<file path="src/rtl/min_pair_scan_ctrl.sv">
// Scans up to 2^GW four-lane magnitude words and reports the two smallest nonzero
// entries with their addresses. Define MINPAIR_EXCL_EN to add per-scan entry exclusion.
module min_pair_scan_ctrl #(
    parameter int DW = 11,
    parameter int GW = 5,
    parameter int AW = GW + 2
) (
    input  logic            clk,
    input  logic            rst,
    input  logic            start,
    input  logic [GW:0]     num_groups,
    output logic            rd_en,
    output logic [GW-1:0]   rd_addr,
    input  logic [4*DW-1:0] rd_data,
    output logic            busy,
    output logic            out_valid,
    input  logic            out_ready,
    output logic [DW-1:0]   min1,
    output logic [DW-1:0]   min2,
    output logic [AW-1:0]   min1_addr,
    output logic [AW-1:0]   min2_addr,
    output logic [1:0]      found_cnt
`ifdef MINPAIR_EXCL_EN
    ,
    input  logic            excl_en,
    input  logic [AW-1:0]   excl_addr
`endif
);

    typedef enum logic [1:0] {
        IDLE  = 2'd0,
        READ  = 2'd1,
        FLUSH = 2'd2,
        OUT   = 2'd3
    } state_t;

    localparam logic [GW:0] MAX_GROUPS = {1'b1, {GW{1'b0}}};

    // Candidate a beats b: zero never wins, smaller value wins, lower address breaks ties.
    function automatic logic beats(input logic [DW-1:0] va, input logic [AW-1:0] aa,
                                   input logic [DW-1:0] vb, input logic [AW-1:0] ab);
        beats = (va != {DW{1'b0}}) &&
                ((vb == {DW{1'b0}}) || (va < vb) || ((va == vb) && (aa < ab)));
    endfunction

    function automatic logic [1:0] count_found(input logic [DW-1:0] v1, input logic [DW-1:0] v2);
        if (v2 != {DW{1'b0}}) begin
            count_found = 2'd2;
        end else if (v1 != {DW{1'b0}}) begin
            count_found = 2'd1;
        end else begin
            count_found = 2'd0;
        end
    endfunction

    state_t          state_r, next_state_s;
    logic [GW:0]     ng_r;
    logic [GW:0]     ng_clamp_s;
    logic            start_acc_s;
    logic            last_s;
    logic            data_vld_r;
    logic [GW-1:0]   data_grp_r;
    logic [DW-1:0]   run1_v_r, run2_v_r;
    logic [AW-1:0]   run1_a_r, run2_a_r;
    logic [DW-1:0]   lane_v_s [4];
    logic [AW-1:0]   lane_a_s [4];
    logic [DW-1:0]   m1_v_s, m2_v_s;
    logic [AW-1:0]   m1_a_s, m2_a_s;
`ifdef MINPAIR_EXCL_EN
    logic            excl_en_r;
    logic [AW-1:0]   excl_addr_r;
`endif

    assign start_acc_s = (state_r == IDLE) && start;
    assign ng_clamp_s  = (num_groups > MAX_GROUPS) ? MAX_GROUPS : num_groups;
    assign last_s      = ({1'b0, rd_addr} == (ng_r - {{GW{1'b0}}, 1'b1}));

    // Next-state logic
    always_comb begin
        next_state_s = state_r;
        case (state_r)
            IDLE: begin
                if (start) begin
                    next_state_s = (ng_clamp_s == {(GW+1){1'b0}}) ? FLUSH : READ;
                end else begin
                    next_state_s = IDLE;
                end
            end
            READ: begin
                if (last_s) begin
                    next_state_s = FLUSH;
                end else begin
                    next_state_s = READ;
                end
            end
            FLUSH: next_state_s = OUT;
            OUT: begin
                if (out_ready) begin
                    next_state_s = IDLE;
                end else begin
                    next_state_s = OUT;
                end
            end
            default: next_state_s = IDLE;
        endcase
    end

    // State register
    always_ff @(posedge clk or posedge rst) begin
        if (rst) begin
            state_r <= IDLE;
        end else begin
            state_r <= next_state_s;
        end
    end

    // Registered control outputs, group counter and per-scan configuration
    always_ff @(posedge clk or posedge rst) begin
        if (rst) begin
            rd_en     <= 1'b0;
            rd_addr   <= {GW{1'b0}};
            busy      <= 1'b0;
            out_valid <= 1'b0;
            ng_r      <= {(GW+1){1'b0}};
        end else begin
            rd_en     <= (next_state_s == READ);
            busy      <= (next_state_s == READ) || (next_state_s == FLUSH);
            out_valid <= (next_state_s == OUT);
            if (start_acc_s) begin
                ng_r    <= ng_clamp_s;
                rd_addr <= {GW{1'b0}};
            end else if ((state_r == READ) && !last_s) begin
                rd_addr <= rd_addr + {{(GW-1){1'b0}}, 1'b1};
            end
        end
    end

`ifdef MINPAIR_EXCL_EN
    // Exclusion request is captured once per scan
    always_ff @(posedge clk or posedge rst) begin
        if (rst) begin
            excl_en_r   <= 1'b0;
            excl_addr_r <= {AW{1'b0}};
        end else if (start_acc_s) begin
            excl_en_r   <= excl_en;
            excl_addr_r <= excl_addr;
        end
    end
`endif

    // Tag the read response: valid one cycle after rd_en, carrying the issuing group
    always_ff @(posedge clk or posedge rst) begin
        if (rst) begin
            data_vld_r <= 1'b0;
            data_grp_r <= {GW{1'b0}};
        end else begin
            data_vld_r <= rd_en;
            if (rd_en) begin
                data_grp_r <= rd_addr;
            end
        end
    end

    // Lane unpacking with addresses; invalid responses and excluded entries read as zero
    always_comb begin
        for (int l = 0; l < 4; l++) begin
            lane_a_s[l] = {data_grp_r, 2'(l)};
            if (!data_vld_r) begin
                lane_v_s[l] = {DW{1'b0}};
            end else begin
                lane_v_s[l] = rd_data[l*DW +: DW];
            end
`ifdef MINPAIR_EXCL_EN
            if (excl_en_r && (lane_a_s[l] == excl_addr_r)) begin
                lane_v_s[l] = {DW{1'b0}};
            end else begin
                lane_v_s[l] = lane_v_s[l];
            end
`endif
        end
    end

    // Insert each lane into the running pair; the response is folded in as it arrives
    // so the final pair is ready on the FLUSH->OUT edge
    always_comb begin
        m1_v_s = run1_v_r;
        m1_a_s = run1_a_r;
        m2_v_s = run2_v_r;
        m2_a_s = run2_a_r;
        for (int l = 0; l < 4; l++) begin
            if (beats(lane_v_s[l], lane_a_s[l], m1_v_s, m1_a_s)) begin
                m2_v_s = m1_v_s;
                m2_a_s = m1_a_s;
                m1_v_s = lane_v_s[l];
                m1_a_s = lane_a_s[l];
            end else if (beats(lane_v_s[l], lane_a_s[l], m2_v_s, m2_a_s)) begin
                m2_v_s = lane_v_s[l];
                m2_a_s = lane_a_s[l];
            end else begin
                m2_v_s = m2_v_s;
            end
        end
    end

    // Running pair: zero value marks an empty slot
    always_ff @(posedge clk or posedge rst) begin
        if (rst) begin
            run1_v_r <= {DW{1'b0}};
            run1_a_r <= {AW{1'b0}};
            run2_v_r <= {DW{1'b0}};
            run2_a_r <= {AW{1'b0}};
        end else if (start_acc_s) begin
            run1_v_r <= {DW{1'b0}};
            run1_a_r <= {AW{1'b0}};
            run2_v_r <= {DW{1'b0}};
            run2_a_r <= {AW{1'b0}};
        end else if (data_vld_r) begin
            run1_v_r <= m1_v_s;
            run1_a_r <= m1_a_s;
            run2_v_r <= m2_v_s;
            run2_a_r <= m2_a_s;
        end
    end

    // Result registers change only when entering OUT
    always_ff @(posedge clk or posedge rst) begin
        if (rst) begin
            min1      <= {DW{1'b0}};
            min2      <= {DW{1'b0}};
            min1_addr <= {AW{1'b0}};
            min2_addr <= {AW{1'b0}};
            found_cnt <= 2'd0;
        end else if (state_r == FLUSH) begin
            min1      <= m1_v_s;
            min2      <= m2_v_s;
            min1_addr <= m1_a_s;
            min2_addr <= m2_a_s;
            found_cnt <= count_found(m1_v_s, m2_v_s);
        end
    end

endmodule

</file>
<file path="config.mk">
export PLATFORM = sky130hd
export DESIGN_NAME = min_pair_scan_ctrl
export DESIGN_NICKNAME = d
export VERILOG_FILES = /design/src/rtl/min_pair_scan_ctrl.sv
export SDC_FILE = /design/constraint.sdc
export NUM_CORES = 1
export LEC_CHECK = 0
export ABC_AREA = 1
export BUFFER_PORTS_ARGS = -buffer_cell sky130_fd_sc_hd__buf_2
export CORE_MARGIN = 10
export CORE_UTILIZATION = 55
export CTS_CLUSTER_DIAMETER = 50
export DETAILED_ROUTE_END_ITERATION = 10
export GPL_TIMING_DRIVEN = 0
export PLACE_DENSITY = 0.75
export SKIP_CTS_REPAIR_TIMING = 1
export SYNTH_ARGS = -nofsm -noshare
export SYNTH_HDL_FRONTEND = slang
export SYNTH_SLANG_ARGS = --single-unit
</file>
<file path="constraint.sdc">
create_clock -name clk -period 10.1 [get_ports clk]
set_input_delay 0.505 -clock clk [delete_from_list [all_inputs] [get_ports clk]]
set_output_delay 0.505 -clock clk [all_outputs]
set_load 0.01 [all_outputs]
</file>
==> out/metrics.cfg <==
[run_status]
outcome=finished, final reports clean

[sta]
period_minus_slack_ns=9.31
setup_violations=0
clock-skew-final_ns=0.00723
final_hold_viol_count=0
setup-tns-final_ns=0
drv_slew=0
slew-limit-headroom_pct=55.8
fin_crit_sh_pct=92.2
worst_pin_slew_ns=0.660
fmax_mhz=107
rsz0062_at_grt=no

[synth]
ys_ff_latch=96
synth_area_leaders=dfrtp_1 (24%), nand2_1 (18%), ha_1 (16%), nand3_1 (7.1%), inv_1 (6.6%)
synth_flop_cell=dfrtp_1
synth.distinct_cells=47
syn_nets=1705
ys_seq_area_share_pct=24.4
synth_top_area_share_pct=24.4
yosys_warnings=0
synth_area_um2=9850
synth_top_cell_by_area=dfrtp_1
avgSynthCellArea_um2=6.45
async_reset_ff_share_pct=100
syn_inst=1527
synth_edf_count=0

[drt]
drc=0
wl_per_cell_um=18.1
drt_iter0_markers=918
dr_total_vias=10500
firstDrtPassIters=6
vias_per_cell=5.65
routed_wl_mm=33.8
ant_nets=0

[clock_network]
htreeDepth=3
cts_tree=built
clkSinkCount=96
cts_buffer_depth=2
clk_pin_slew_ns=0.07
clock_latency_ns=0.34
numCtsBuffers=9
ctsRootBufferMaster=clkbuf_16

[cells_and_area]
final-seq-area_um2=2400
antennaDiodeCount=0
fill_cells=1716
multi_input_area_um2=6450
fin_nets=1816
utilization_pct=63.3
final_cell_area_um2=11000
layout-drive-gt1-share_pct=12.5
area_growth_syn_to_layout_pct=11.9

[critical_path]
cpMaxStageDelayCell=dfrtp_1
crit_type=flip-flop to flip-flop
worstPathArrival_ns=9.51
cp-start-kind=flip-flop
r2r_cells=58
crit_required_ns=10.30
critPathCaptureType=flip-flop
slowest_delay_ns=0.42
critPathMaxFanout=10

[floorplanning]
pin_count=100
die_h_um=154
num_rows=48
core_area_um2=17400
initial_core_util_pct=56.5
fp.dieArea_um2=23700
die_width_um=154

[placement]
portBuffers=99
gp_congestion=0.995
place_hpwl_mm=27.6
dpl_cell_area_um2=10700

[global_route]
grt_pass1_vias=9879
overflow=0
grtUsageTotal_pct=27.3
grt_antenna_before_repair=1
grt_max_degree=77
grt_pass1_wl_mm=52.9

[min_path]
hold_class=input port to asynchronous set/reset pin

[job]
cap_violations=0

[cells by family (layout without fill, tap and decap cells)]
family          after synthesis  count (layout)  share of synthesized area (%)
buf+inv                     247             362                           10.8
flops                        96              96                           24.4
simple gates                801             801                           34.1
compound gates              252             252                           14.3
xor+xnor                      7               7                          0.623
fa+ha+maj                   124             124                           15.8
[layout by cell type (no fill, tap or decap), types with 9 or more instances in the layout]
cell,Yosys,final
a21oi_1,58,58
buf_2,12,110
buf_4,9,9
buf_6,11,11
clkbuf_1,24,20
clkbuf_16,0,9
dfrtp_1,96,94
ha_1,124,123
inv_1,172,171
inv_2,14,14
nand2_1,468,461
nand2_2,10,17
nand3_1,139,139
nand4_1,13,13
nor2_1,124,124
nor3_1,16,16
nor4_1,11,11
o21ai_0,98,91
o21ai_1,44,50
[state kept, by name, indices dropped and copies added, names as in the netlist]
name,count
busy,1
data_grp_r,5
data_vld_r,1
found_cnt,2
min1,11
min1_addr,7
min2,11
min2_addr,7
ng_r,6
out_valid,1
rd_addr,5
rd_en,1
run1_a_r,7
run1_v_r,11
run2_a_r,7
run2_v_r,11
state_r,2
[metal layers]
layer / GRT usage (%) / wire length [µm]
met5: 0 / 13
met4: 8.59 / 927
met3: 3.82 / 2850
met2: 44.0 / 15400
met1: 36.8 / 14600
[synth_stat cells (10+ instances only)]
library cell and number:
nor3_1 16, nand3_1 139, ha_1 124, buf_2 12, nand4_1 13, nor4_1 11, inv_2 14, a21oi_1 58
nor2_1 124, dfrtp_1 96, buf_6 11, nand2_1 468, o21ai_0 98, nand2_2 10, clkbuf_1 24, inv_1 172
o21ai_1 44
[cell type report]
type | count | area share (%)
inverters | 189 | 6.47
multi-input cells | 1184 | 58.5
flip-flops and latches | 96 | 21.8
repair buffers | 100 | 4.75
clock buffers | 9 | 2.04
well taps | 225 | 2.55
plain buffers | 58 | 3.24
clock inverters | 6 | 0.624
[worst max-delay path, delay by kind of cell (launching register included)]
kind | cells | cell delay, ns
AOI/OAI and AO/OA | 16 | 2.79
adders and majority gates | 4 | 1.29
buffers and inverters | 17 | 2.74
DFF | 1 | 0.42
and+or+nand+nor | 21 | 1.92
[through the flow]
stage,setup WS [ns],instances,hold slack [ns]
6_report,0.788,1867,0.111
5_1_grt,0.0171,1867,0.122
4_1_cts,0.175,1867,0.116
3_5_place_dp,0.218,1852,0.398
3_3_place_gp,0.214,1851,0.388
2_1_floorplan,2.26,1527,0.433
[worst paths after layout]
path	to	from	slack, ns
worst max-delay path	min2_addr[4]	data_vld_r	0.79
worst min-delay path	min1[8]	rst	0.11
worst max register to register	min2_addr[4]	data_vld_r	0.79
worst min register to register	data_vld_r	rd_en	0.41
max in group asynchronous	data_grp_r[2]	rst	9.34
min in group clk	ng_r[2]	num_groups[2]	0.40
Power is not shown: default switching activity piles up to over one toggle a cycle in this logic, so the estimate is an artifact.
